`src/rtl/mm_pkg.sv`:
```
// rtl/mm_pkg.sv - shared types and sizing for the matrix-multiply pass sequencer
package mm_pkg;

  localparam int DIM        = 8;
  localparam int BITS_AB    = 8;
  localparam int BITS_C     = 16;
  localparam int ROW_W      = $clog2(DIM);
  localparam int STREAM_LEN = 3 * DIM - 2;
  localparam int K_W        = $clog2(STREAM_LEN);

  typedef enum logic [2:0] {
    IDLE,
    CLR,
    LOAD_A,
    STREAM,
    DRAIN
  } mm_state_t;

  typedef logic signed [DIM-1:0][BITS_AB-1:0] row_t;

endpackage

```
`src/rtl/mm_hs_counter.sv`:
```
// rtl/mm_hs_counter.sv - loadable up-counter with enable and terminal-count flag
module mm_hs_counter #(
  parameter int W    = 3,
  parameter int TERM = 7
) (
  input  logic         i_clk,
  input  logic         i_rst,
  input  logic         i_load,
  input  logic [W-1:0] i_load_val,
  input  logic         i_en,
  output logic [W-1:0] o_count,
  output logic         o_term
);

  logic [W-1:0] r_count;

  always_ff @(posedge i_clk) begin
    if (i_rst) begin
      r_count <= '0;
    end else if (i_load) begin
      r_count <= i_load_val;
    end else if (i_en) begin
      r_count <= r_count + W'(1);
    end
  end

  assign o_count = r_count;
  assign o_term  = (r_count == W'(TERM));

endmodule

```
`src/rtl/mm_sequencer.sv`:
```
// rtl/mm_sequencer.sv - clear / load A / stream B / drain C sequencer for one matrix-multiply pass
module mm_sequencer
  import mm_pkg::*;
#(
  parameter int DIM     = mm_pkg::DIM,
  parameter int BITS_AB = mm_pkg::BITS_AB
) (
  input  logic                     i_clk,
  input  logic                     i_rst,
  input  logic                     i_start,
  output logic                     o_busy,
  output logic                     o_done,
  input  logic                     i_src_valid,
  output logic                     o_src_ready,
  input  logic [DIM*BITS_AB-1:0]   i_src_data,
  output logic [$clog2(DIM)-1:0]   o_src_row,
  output logic                     o_src_is_b,
  output logic                     o_mem_wren,
  output logic [$clog2(DIM)-1:0]   o_mem_arow,
  output logic [DIM*BITS_AB-1:0]   o_mem_ain,
  output logic                     o_mem_en,
  output logic [DIM*BITS_AB-1:0]   o_mem_bin,
  output logic                     o_sa_clr,
  output logic [$clog2(DIM)-1:0]   o_c_row,
  output logic                     o_c_valid,
  input  logic                     i_c_ready
);

  localparam int RW   = $clog2(DIM);
  localparam int SLEN = 3 * DIM - 2;
  localparam int KW   = $clog2(SLEN);

  mm_state_t r_state;
  logic      r_busy;
  logic      r_done;
  logic      r_sa_clr;
  logic      r_src_ready;
  logic      r_src_is_b;
  logic      r_pad;
  logic      r_c_valid;

  logic [RW-1:0] w_r;
  logic          w_r_term;
  logic [KW-1:0] w_k;
  logic          w_k_term;

  logic w_a_hs;
  logic w_b_hs;
  logic w_mem_en;
  logic w_c_hs;
  logic w_stream_end;

  // src_ready with src_is_b low only happens in LOAD_A, with it high only for k<DIM
  assign w_a_hs       = r_src_ready & ~r_src_is_b & i_src_valid;
  assign w_b_hs       = r_src_ready &  r_src_is_b & i_src_valid;
  assign w_mem_en     = w_b_hs | r_pad;
  assign w_c_hs       = r_c_valid & i_c_ready;
  assign w_stream_end = w_mem_en & w_k_term;

  mm_hs_counter #(
    .W    (RW),
    .TERM (DIM - 1)
  ) u_row_cnt (
    .i_clk      (i_clk),
    .i_rst      (i_rst),
    .i_load     (r_sa_clr | w_stream_end),
    .i_load_val ('0),
    .i_en       ((w_a_hs | w_c_hs) & ~w_r_term),
    .o_count    (w_r),
    .o_term     (w_r_term)
  );

  mm_hs_counter #(
    .W    (KW),
    .TERM (SLEN - 1)
  ) u_k_cnt (
    .i_clk      (i_clk),
    .i_rst      (i_rst),
    .i_load     (r_sa_clr),
    .i_load_val ('0),
    .i_en       (w_mem_en & ~w_k_term),
    .o_count    (w_k),
    .o_term     (w_k_term)
  );

  always_ff @(posedge i_clk) begin
    if (i_rst) begin
      r_state     <= IDLE;
      r_busy      <= 1'b0;
      r_done      <= 1'b0;
      r_sa_clr    <= 1'b0;
      r_src_ready <= 1'b0;
      r_src_is_b  <= 1'b0;
      r_pad       <= 1'b0;
      r_c_valid   <= 1'b0;
    end else begin
      r_done   <= 1'b0;
      r_sa_clr <= 1'b0;
      case (r_state)
        IDLE: begin
          if (i_start) begin
            r_state  <= CLR;
            r_busy   <= 1'b1;
            r_sa_clr <= 1'b1;
          end
        end
        CLR: begin
          r_state     <= LOAD_A;
          r_src_ready <= 1'b1;
          r_src_is_b  <= 1'b0;
        end
        LOAD_A: begin
          if (w_a_hs && w_r_term) begin
            r_state    <= STREAM;
            r_src_is_b <= 1'b1;
          end
        end
        STREAM: begin
          if (w_stream_end) begin
            r_state     <= DRAIN;
            r_pad       <= 1'b0;
            r_src_ready <= 1'b0;
            r_src_is_b  <= 1'b0;
            r_c_valid   <= 1'b1;
          end else if (w_b_hs && w_k == KW'(DIM - 1)) begin
            // last B row taken: zero-pad until the final wavefront leaves the array
            r_src_ready <= 1'b0;
            r_pad       <= 1'b1;
          end
        end
        DRAIN: begin
          if (w_c_hs && w_r_term) begin
            r_state   <= IDLE;
            r_c_valid <= 1'b0;
            r_busy    <= 1'b0;
            r_done    <= 1'b1;
          end
        end
        default: begin
          r_state <= IDLE;
        end
      endcase
    end
  end

  assign o_busy      = r_busy;
  assign o_done      = r_done;
  assign o_sa_clr    = r_sa_clr;
  assign o_src_ready = r_src_ready;
  assign o_src_is_b  = r_src_is_b;
  assign o_src_row   = !r_src_ready ? '0 :
                       r_src_is_b   ? RW'(DIM - 1) - w_k[RW-1:0] : w_r;

  assign o_mem_wren  = w_a_hs;
  assign o_mem_arow  = (r_src_ready & ~r_src_is_b) ? w_r : '0;
  assign o_mem_ain   = (r_src_ready & ~r_src_is_b) ? i_src_data : '0;
  assign o_mem_en    = w_mem_en;
  assign o_mem_bin   = (r_src_ready & r_src_is_b) ? i_src_data : '0;

  assign o_c_valid   = r_c_valid;
  assign o_c_row     = r_c_valid ? w_r : '0;

endmodule

```
`config.mk`:
```
export PLATFORM = sky130hd
export DESIGN_NAME = mm_sequencer
export DESIGN_NICKNAME = d
export VERILOG_FILES = /design/src/rtl/mm_pkg.sv /design/src/rtl/mm_hs_counter.sv /design/src/rtl/mm_sequencer.sv
export SDC_FILE = /design/constraint.sdc
export NUM_CORES = 1
export LEC_CHECK = 0
export CORE_UTILIZATION = 25
export CTS_BUF_LIST = sky130_fd_sc_hd__clkbuf_4 sky130_fd_sc_hd__clkbuf_8
export DETAILED_ROUTE_END_ITERATION = 8
export PLACE_DENSITY_LB_ADDON = 0.25
export SLEW_MARGIN = 20
export SYNTH_ARGS = -nofsm -noshare
export SYNTH_HDL_FRONTEND = slang
export SYNTH_SLANG_ARGS = --single-unit
```
`constraint.sdc`:
```
create_clock -name i_clk -period 4.4 [get_ports i_clk]
set_input_delay 1.1 -clock i_clk [delete_from_list [all_inputs] [get_ports i_clk]]
set_output_delay 1.1 -clock i_clk [all_outputs]
set_load 0.005 [all_outputs]
```
## Word-level counts from Yosys, hierarchy flattened

Index checks and enable logic that the tools add are counted.

| storage, ports and cells | value |
|---|---|
| bits in latches | 0 |
| memories | 0 |
| output and inout bits | 145 |
| flip-flop bits (word level) | 18 |
| input port bits | 69 |
| bits in read-only memories | 0 |
| bits in writable memories | 0 |
| logic and storage cells | 86 |

| operators by class | value |
|---|---|
| equality and inequality tests | 12 |
| $add $sub $neg | 3 |
| reduce and logical (&&, ||, !) cells | 19 |
| bitwise gates (word level) | 16 |
| shift operators | 0 |
| magnitude comparators | 0 |
| multiplexer cells | 26 |
| div/mod/pow operators | 0 |
| multiply operators | 0 |

Operators by type and width:

| operator | count |
|---|---|
| $mux W64 | 2 |
| $mux W3 | 8 |
| $pmux W3 S5 | 1 |
| $mux W1 | 11 |
| $reduce_and A3 Y1 | 3 |
| $and A1 B1 Y1 | 8 |
| $ne A2 B2 Y1 const B | 4 |
| $reduce_bool A2 Y1 | 4 |
| $reduce_or A2 Y1 | 4 |
| $eq A3 B2 Y1 const B | 2 |
| $eq A3 B3 Y1 const B | 2 |
| $pmux W1 S2 | 3 |
| $add A5 B1 Y5 const B | 1 |
| $eq A5 B3 Y1 const B | 1 |
| $eq A5 B5 Y1 const B | 1 |
| $not A1 Y1 | 5 |
| $reduce_and A2 Y1 | 2 |
| $reduce_and A4 Y1 | 1 |
| $add A3 B1 Y3 const B | 1 |
| $eq A3 B1 Y1 const B | 1 |
| $logic_and A1 B1 Y1 | 3 |
| $logic_not A3 Y1 | 1 |
| $ne A3 B3 Y1 const B | 1 |
| $or A1 B1 Y1 | 3 |
| other kinds (3) | 3 |

## Logic depth before layout (Yosys ltp)

Gate-level depths: netlist of run 1.

| logic depth | value |
|---|---|
| word-level depth | 6 |
| depth in mapped cells | 6 |
| mapped depth without buffers | 5 |

## By module

From an unflattened synthesis of run 1, not the netlist that was laid out.

| second synthesis, totals | value |
|---|---|
| cell total of the unflattened synthesis | 265 |
| area total of the unflattened synthesis | 1920.6 sq um |

Modules (own cells, without submodules):

| module | cells each | seq. area each (sq um) | instances | area each (sq um) |
|---|---|---|---|---|
| mm_sequencer | 218 | 200.2 | 1 | 1471.4 |
| mm_hs_counter at u_k_cnt | 32 | 100.1 | 1 | 285.3 |
| mm_hs_counter at u_row_cnt | 15 | 60.1 | 1 | 163.9 |

## Worst setup path before layout of run 1

Ideal clock, no wire load.

| timing | value |
|---|---|
| path type | input-to-output |
| start point | input port i_src_valid |
| end point | output port o_mem_en |
| path slack | 1.866 ns |
| path buffers | 0 |
| stages on the path | 2 |
| data required time | 3.300 ns |
| arrival time | 1.434 ns |
| cell sequence | a31oi_1 > inv_1 |

| on the way | value |
|---|---|
| longest elaborated chain between the ends | 2 |

RTL lines:

| item | line | RTL |
|---|---|---|
| start: declaration | mm_sequencer.sv:13 | `input logic i_src_valid,` |
| $and A1 B1 Y1 | mm_sequencer.sv:55 | `assign w_b_hs = r_src_ready & r_src_is_b & i_src_valid;` |
| $or A1 B1 Y1 | mm_sequencer.sv:56 | `assign w_mem_en = w_b_hs \| r_pad;` |
| end: declaration | mm_sequencer.sv:21 | `output logic o_mem_en,` |

No other way between the ends.

## Final worst setup path of run 1

Same ends and word-level chain as after synthesis.

==> run metrics, run 1 <==
CTS tree=done; Int Pwr=about 530 uW; Worst-Margin Slew=573 ps; Max Transition Viols Final=0; Tmin final=about 3500 ps; GR Overflow Total=0; final period utilization=0.796; Max stage delay on crit path=520 ps; clock root cell=clkbuf_8; Post-Syn Instances=between 200 and 300; synthesized area per cell=approximately 7.1 um2; Longest Clk Path Bufs=2; max-cap check violation count=0; Synth area leaders=and2_1 24%, and3_1 22%, dfxtp_1 19%, clkbuf_1 4.9%, ha_1 2.7%; Diodes inserted=0; number of global-route vias before repair=2364; Residual DRC=0; Fill cells=between 600 and 700; Yosys warnings=0; final setup TNS=0 ps; post-detail-place hpwl=6460 um; # clock sinks=18; total track usage=0.196; most frequent cells after synthesis=70 x and2_1, 66 x and3_1, 24 x clkbuf_1, 18 x dfxtp_1, 9 x nand3_1; Post-CTS Setup Bufs=0; register area=about 360 um2; Post-Route WL=8260 um; P_sw=245 uW; Die Y=a little under 90 um; HP Class=reg2reg; PostCTS Resize Cnt=0; sw frac=0.318; starting density of the core=0.257; Async SR Flop Fraction=0; delay-heaviest family, CP=buffers and inverters; Top Ports=214; clk_lat worst skew=between 200 and 300 ps; cts hold-fix bufs=0; VDD IR-drop max=103 uV; Die ar.=just under 8000 um2; initial antenna violation count=0; post-DR wirelength/cell=14.9 um; startpoint class of the critical path=input port; Fmax achieved=around 0.29 GHz; Clk network pwr share=0.180; Final Util=0.568; row cnt=31; area grow syn2layout=121%; power share of the combinational group=0.586; core area=7210 um2; layout cells sized above 1=0.0351; Netlist cell types=40; Fin Clk Skew=4.00 ps; crit end category=output port; sequential share of the synthesized area=0.194; CP max-delay cell=clkdlybuf4s50_1; mapped cell area=1850 um2; most common cell in the synthesized netlist=and2_1; outcome=completed; iteration-0 DRC count of the detailed router=between 70 and 80; Post-synth EDFFs=0; Layout Nets=530; Die W=88.1 um; CTS Buf Count=3; post-DR vias/cell=~4.7; CP Class=in2out; RePlAce Congestion=0.808; Setup-failing EPs final=0; post-route ant nets=0; largest net degree at the start of global routing=72; footprint of the multi-input gates=1370 um2; most frequent CP cell=clkdlybuf4s50_1; Sequential Power Share=0.234; area leader, netlist=and2_1; H-tree Lvls=1; Port Buffers=213; syn nets=334; crit-path cells=clkdlybuf4s50_1, a31oi_1, inv_1, clkdlybuf4s50_1; final hold vios=0; Pleak=~1.7 nW; Post-synth top flop=dfxtp_1; max_slew headroom=0.617; Clock Pin Slew Worst Setup and Hold Paths=approximately 70 ps; Required @ worst endpoint=between 3000 and 4000 ps; worst endpoint data arrival time=2400 ps; DRT Pass-1 Iters=4; CP Max Fanout=4; Yosys top cell area share=0.236; Yosys reg bits=18; unrepaired setup endpoints after global routing=no; Power Dens Cells=between 150 and 200 nW/um2; Buf/Inv on CP=3; first-pass GRT wire length=12000 um; Vias=2636
==> cell families after synthesis <==
group / Yosys count / synth area share
AOI/OAI and AO/OA: 33 / 0.122
adders and majority gates: 4 / 0.0270
buffers and inverters: 32 / 0.0702
DFF: 18 / 0.194
and+or+nand+nor: 174 / 0.587
==> worst min-delay path, stage by stage, from the launching register on <==
cell and delay, ps:
dfxtp_1 320, o31ai_1 60, a21oi_1 60
==> power groups by stage <==
stage                     Combinational [mW]  Sequential, mW  Clock [mW]
after floorplan                        0.165           0.181           0
after global placement                 0.452           0.184           0
after detailed placement               0.456           0.184           0
after CTS                              0.458           0.180       0.144
after global routing                   0.489           0.182       0.149
final                                  0.452           0.181       0.139
==> placed cells by master (no fill, tap or decap), types with 3 or more instances in the layout <==
cell / count
o21ai_0: 6
nor2_1: 5
nand3_1: 9
clkdlybuf4s50_1: 213
and2_1: 70
dfxtp_1: 16
clkbuf_8: 4
a21oi_1: 8
inv_1: 5
nor3b_1: 4
ha_1: 4
o21bai_1: 3
and3_1: 66
buf_4: 5
==> flip-flops by register name (all words and copies together), names as in the netlist <==
| register | count |
|---|---|
| r_state | 3 |
| o_src_ready | 1 |
| u_row_cnt.o_count | 3 |
| r_pad | 1 |
| o_c_valid | 1 |
| o_busy | 1 |
| o_done | 1 |
| u_k_cnt.o_count | 5 |
| o_sa_clr | 1 |
| o_src_is_b | 1 |
==> final timing paths <==
path                                         startpoint                              end  slack, ps  depth (start not counted)
worst max-delay path                        i_src_valid                         o_mem_en        900                          4
worst min-delay path                o_busy$_SDFFE_PP0P_              o_busy$_SDFFE_PP0P_        490                          2
worst max register to register  o_src_is_b$_SDFFE_PP0P_  u_k_cnt.o_count[3]$_SDFFE_PP0P_       2430                          5
worst min register to register      o_busy$_SDFFE_PP0P_              o_busy$_SDFFE_PP0P_        490                          2
==> routing by layer <==
metal	vias to the layer above	wire (um)	GRT usage
li1	1307	-	-
met1	1201	3250	0.221
met2	118	4170	0.363
met3	10	722	0.0631
met4	0	121	0.0367
met5	-	0	0
==> area by class of cell <==
type,instances,area share
Inverter,5,0.00458
Sequential cell,18,0.0885
Multi-Input combinational cell,211,0.334
Clock buffer,4,0.0134
Tap cell,99,0.0302
Timing Repair Buffer,218,0.529
==> metrics by stage <==
| stage | setup WS, ps | std cells | hold WS [ps] | power, mW | area [um2] |
|---|---|---|---|---|---|
| after CTS | 908 | 555 | 492 | 0.783 | 4100 |
| final | 899 | 555 | 494 | 0.772 | 4100 |
| after detailed placement | 907 | 551 | 477 | 0.640 | 4050 |
| after global placement | 925 | 551 | 481 | 0.636 | 4050 |
| after floorplan | 1870 | 261 | 468 | 0.346 | 1850 |
| after global routing | 834 | 555 | 530 | 0.820 | 4100 |
Note: power is estimated with default switching activity, not from simulation.
==> run 2: changes to the inputs <==
==> constraint.sdc (replaced) <==
create_clock -name i_clk -period 3.3 [get_ports i_clk]
set_input_delay 0.825 -clock i_clk [delete_from_list [all_inputs] [get_ports i_clk]]
set_output_delay 0.825 -clock i_clk [all_outputs]
set_load 0.005 [all_outputs]
==> run metrics, run 2 (synthesized netlist as in run 1, its figures left out) <==
total track usage=0.197 (was 0.196); GR Overflow Total=0 (unchanged); unrepaired setup endpoints after global routing=no (unchanged); outcome=completed (unchanged); Required @ worst endpoint=2470 ps (was 3300 ps); layout cells sized above 1=0.0351 (unchanged); CP Class=in2out (unchanged); worst endpoint data arrival time=2110 ps (was 2400 ps); Die W=88.1 um (unchanged); Tmin final=2940 ps; Power Dens Cells=249 nW/um2 (was 188 nW/um2); Die ar.=7760 um2 (unchanged); core area=7210 um2 (unchanged); largest net degree at the start of global routing=72 (unchanged); pre-CTS WS=368 ps (was 907 ps); CP max-delay cell=clkdlybuf4s50_1 (unchanged); final period utilization=0.891; Max Transition Viols Final=0 (unchanged); row cnt=31 (unchanged); iteration-0 DRC count of the detailed router=79 (was 76); Die Y=88.1 um (unchanged); Pleak=1.74 nW (was 1.73 nW); Vias=2616 (was 2636); VDD IR-drop max=136 uV (was 103 uV); Post-Route WL=8120 um (was 8260 um); PostCTS Resize Cnt=0 (unchanged); post-route ant nets=0 (unchanged); Setup-failing EPs final=0 (unchanged); post-DR vias/cell=4.71 (was 4.75); Longest Clk Path Bufs=2 (unchanged); max-cap check violation count=0 (unchanged); max reg flops=5 (unchanged); Clock Pin Slew Worst Setup and Hold Paths=70 ps (about the same); commonest non-fill, non-tap cell in the layout=clkdlybuf4s50_1 (unchanged); Top Ports=214 (unchanged); Residual DRC=0 (unchanged); most frequent CP cell=clkdlybuf4s50_1 (unchanged); crit end category=output port (unchanged); Max stage delay on crit path=510 ps (was 520 ps); clk_lat worst skew=250 ps (was 260 ps); area grow syn2layout=122% (was 121%); Fin Clk Skew=2.52 ps (was 4.00 ps); max_slew headroom=0.643 (was 0.617); initial antenna violation count=0 (unchanged); Fill cells=690 (was 691); H-tree Lvls=1 (unchanged); final worst slack=361 ps (was 899 ps); RePlAce Congestion=0.830 (was 0.808); final hold vios=0 (unchanged); Worst-Margin Slew=535 ps (was 573 ps); Diodes inserted=0 (unchanged); crit-path cells=clkdlybuf4s50_1, a31oi_1, inv_1, clkdlybuf4s50_1 (unchanged); crit path from=i_src_valid (unchanged); Layout Nets=530 (unchanged); CP Max Fanout=4 (unchanged); Fmax achieved=0.340 GHz; reg-to-reg startpoint=o_src_ready$_SDFFE_PP0P_ (was o_src_is_b$_SDFFE_PP0P_); Post-CTS Setup Bufs=0 (unchanged); cts hold-fix bufs=0 (unchanged); HP Class=reg2reg (unchanged); Port Buffers=213 (unchanged); post-DR wirelength/cell=14.6 um (was 14.9 um); worst hold start=o_busy$_SDFFE_PP0P_ (unchanged); most frequent cells in the layout=213 x clkdlybuf4s50_1, 70 x and2_1, 66 x and3_1, 16 x dfxtp_1, 9 x nand3_1 (unchanged); # clock sinks=18 (unchanged); DRT Pass-1 Iters=4 (unchanged); startpoint class of the critical path=input port (unchanged); CTS tree=done (unchanged); Hold WS=488 ps (was 494 ps); starting density of the core=0.257 (unchanged); post-detail-place hpwl=6420 um (was 6460 um); final setup TNS=0 ps (unchanged); clock root cell=clkbuf_8 (unchanged); number of global-route vias before repair=2307 (was 2364); first-pass GRT wire length=11900 um (was 12000 um); CTS Buf Count=3 (unchanged)
[run 2: cell counts in the layout (fill, tap and decap cells not counted)]
No cell type changed its count.
[run 2: path summary, 6_finish.rpt]
| path | to | slack, ps | cells past startpoint |
|---|---|---|---|
| setup / recovery | o_mem_en | 360 | 4 |
| hold / removal | o_busy$_SDFFE_PP0P_ | 490 | 2 |
| setup reg to reg | u_k_cnt.o_count[3]$_SDFFE_PP0P_ | 1410 | 5 |
| hold reg to reg | o_busy$_SDFFE_PP0P_ | 490 | 2 |
[run 2: critical path: cells and delay by family]
family                 cells  cell delay (ps)
AOI/OAI and AO/OA          1              110
buffers and inverters      3             1170
[run 2: layout make-up]
type                            count  area, um2  share of cell area
Clock buffer                        4       55.1              0.0134
Inverter                            5       18.8             0.00456
Multi-Input combinational cell    211       1370               0.333
Sequential cell                    18        363              0.0882
Tap cell                           99        124              0.0301
Timing Repair Buffer              218       2180               0.531
[run 2: stage by stage]
| stage | utilization | std cells | total power, mW | instance area (um2) |
|---|---|---|---|---|
| 6_report | 0.570 | 555 | 1.03 | 4110 |
| 5_1_grt | 0.570 | 555 | 1.10 | 4110 |
| 4_1_cts | 0.570 | 555 | 1.04 | 4110 |
| 3_5_place_dp | 0.562 | 551 | 0.855 | 4060 |
| 3_3_place_gp | 0.562 | 551 | 0.852 | 4060 |
| 2_1_floorplan | - | 261 | 0.461 | 1850 |
[run 2: per-layer routing]
metal	up-vias	wire (um)	global-route usage
li1	1305	-	-
met1	1185	3170	0.224
met2	118	4040	0.356
met3	8	801	0.0707
met4	0	105	0.0352
met5	-	0	0
[run 2: power by group]
part / leakage, nW / switching (mW) / internal [mW]
registers: 0.147 / 0.0125 / 0.228
logic: 1.56 / 0.233 / 0.372
clock network: 0.0288 / 0.0736 / 0.106
==> run 3: changes to the inputs <==
==> constraint.sdc (replaced) <==
create_clock -name i_clk -period 3.3 [get_ports i_clk]
set_input_delay 0.825 -clock i_clk [delete_from_list [all_inputs] [get_ports i_clk]]
set_output_delay 0.825 -clock i_clk [all_outputs]
set_load 0.1 [all_outputs]
==> run metrics, run 3 (synthesized netlist as in run 1, its figures left out) <==
Residual DRC=0 (unchanged); max-cap check violation count=0 (unchanged); GR Overflow Total=0 (unchanged); max_slew headroom=0.627 (was 0.643); Port Buffers=213 (unchanged); Max stage delay on crit path=680 ps (was 510 ps); final setup TNS=0 ps (unchanged); Top Ports=214 (unchanged); first-pass GRT wire length=14100 um (was 11900 um); R2R cell count=5 (unchanged); outcome=completed (unchanged); CP Max Fanout=41 (was 4); Setup-failing EPs final=0 (unchanged); R2R Setup Slk=1380 ps (was 1410 ps); H-tree Lvls=1 (unchanged); iteration-0 DRC count of the detailed router=137 (was 79); CP max-delay cell=dfxtp_2 (was clkdlybuf4s50_1); final period utilization=0.858 (was 0.891); Post-CTS Setup Bufs=0 (unchanged); Die ar.=7760 um2 (unchanged); reg-to-reg startpoint=o_src_ready$_SDFFE_PP0P_ (unchanged); final worst slack=469 ps (was 361 ps); worst endpoint data arrival time=2010 ps (was 2110 ps); Post-Route WL=9700 um (was 8120 um); post-route ant nets=0 (unchanged); pre-CTS WS=629 ps (was 368 ps); hold path depth=2 (unchanged); core area=7210 um2 (unchanged); startpoint class of the critical path=flop (was input port); post-DR vias/cell=4.98 (was 4.71); VDD IR-drop max=306 uV (was 136 uV); PostCTS Resize Cnt=0 (unchanged); Diodes inserted=0 (unchanged); RePlAce Congestion=0.866 (was 0.830); layout cells sized above 1=0.365 (was 0.0351); worst hold start=o_busy$_SDFFE_PP0P_ (unchanged); clk_lat worst skew=260 ps (was 250 ps); max reg flops=5 (unchanged); row cnt=31 (unchanged); starting density of the core=0.257 (unchanged); DRT Pass-1 Iters=4 (unchanged); unrepaired setup endpoints after global routing=no (unchanged); clock root cell=clkbuf_8 (unchanged); Fin Clk Skew=6.55 ps (was 2.52 ps); Die Y=88.1 um (unchanged); Longest Clk Path Bufs=2 (unchanged); cts hold-fix bufs=0 (unchanged); post-detail-place hpwl=7900 um (was 6420 um); CP Class=reg2out (was in2out); HP Class=reg2reg (unchanged); Required @ worst endpoint=2470 ps (about the same); Max Transition Viols Final=0 (unchanged); crit-path cells=buf_4, nand2_1, o21bai_2, buf_12 (was clkdlybuf4s50_1, a31oi_1, inv_1, clkdlybuf4s50_1); Clock Pin Slew Worst Setup and Hold Paths=70 ps (about the same); number of global-route vias before repair=2670 (was 2307); final hold vios=0 (unchanged); Pleak=2.43 nW (was 1.74 nW); Worst-Margin Slew=559 ps (was 535 ps); Layout Nets=529 (was 530); CTS Buf Count=3 (unchanged); most frequent cells in the layout=137 x buf_12, 68 x clkdlybuf4s50_1, 67 x and2_1, 66 x and3_1, 16 x dfxtp_1 (was 213 x clkdlybuf4s50_1, 70 x and2_1, 66 x and3_1, 16 x dfxtp_1, 9 x nand3_1); Hold WS=495 ps (was 488 ps); Vias=2757 (was 2616); Tmin final=2830 ps (was 2940 ps); CTS tree=done (unchanged); Hold EP=o_busy$_SDFFE_PP0P_ (unchanged); commonest non-fill, non-tap cell in the layout=buf_12 (was clkdlybuf4s50_1); Power Dens Cells=422 nW/um2 (was 249 nW/um2); total track usage=0.238 (was 0.197); crit end category=output port (unchanged); Fmax achieved=0.353 GHz (was 0.340 GHz); # clock sinks=18 (unchanged); post-DR wirelength/cell=17.5 um (was 14.6 um); Final Util=0.757 (was 0.570); initial antenna violation count=0 (unchanged); Die W=88.1 um (unchanged); largest net degree at the start of global routing=72 (unchanged); Worst R2R End=u_k_cnt.o_count[3]$_SDFFE_PP0P_ (unchanged); area grow syn2layout=195% (was 122%)
[run 3: layout make-up]
cell class / instances / area (um2)
repair buffers: 217 / 3510
flip-flops and latches: 18 / 363
inverters: 5 / 18.8
well taps: 99 / 124
multi-input cells: 211 / 1390
fillers: 474 / 1760
clock buffers: 4 / 55.1
[run 3: through the flow]
step	area (um2)	cells	power, mW
finish	5460	554	2.31
detailed placement	5400	550	2.13
floorplan	1870	261	1.39
global route	5460	554	2.37
global placement	5400	550	2.11
CTS	5460	554	2.32
[run 3: power by group]
group / internal [mW] / switching (mW)
combinational: 0.634 / 1.25
clock: 0.106 / 0.0795
sequential: 0.228 / 0.0120
total: 0.968 / 1.34
[run 3: per-layer routing]
| layer | GRT usage | vias to the layer above | routed length, um |
|---|---|---|---|
| met2 | 0.465 | 151 | 5180 |
| met4 | 0.0821 | 0 | 342 |
| li1 | - | 1303 | - |
| met5 | 0 | - | 0 |
| met1 | 0.236 | 1281 | 3360 |
| met3 | 0.0735 | 22 | 820 |
[run 3: worst max-delay path, delay by kind of cell, from the launching register on]
| kind | cells | cell delay [ps] |
|---|---|---|
| AOI/OAI and AO/OA | 1 | 220 |
| DFF | 1 | 680 |
| and+or+nand+nor | 1 | 190 |
| buffers and inverters | 2 | 630 |
[run 3: worst max-delay path by stage]
stage	endpoint	from
3_3_place_gp	o_mem_en	i_src_valid
6_report	o_src_row[0]	o_src_is_b$_SDFFE_PP0P_
5_1_grt	o_src_row[0]	o_src_is_b$_SDFFE_PP0P_
2_1_floorplan	o_mem_bin[23]	o_src_is_b$_SDFFE_PP0P_
3_5_place_dp	o_mem_en	i_src_valid
4_1_cts	o_src_row[0]	o_src_is_b$_SDFFE_PP0P_
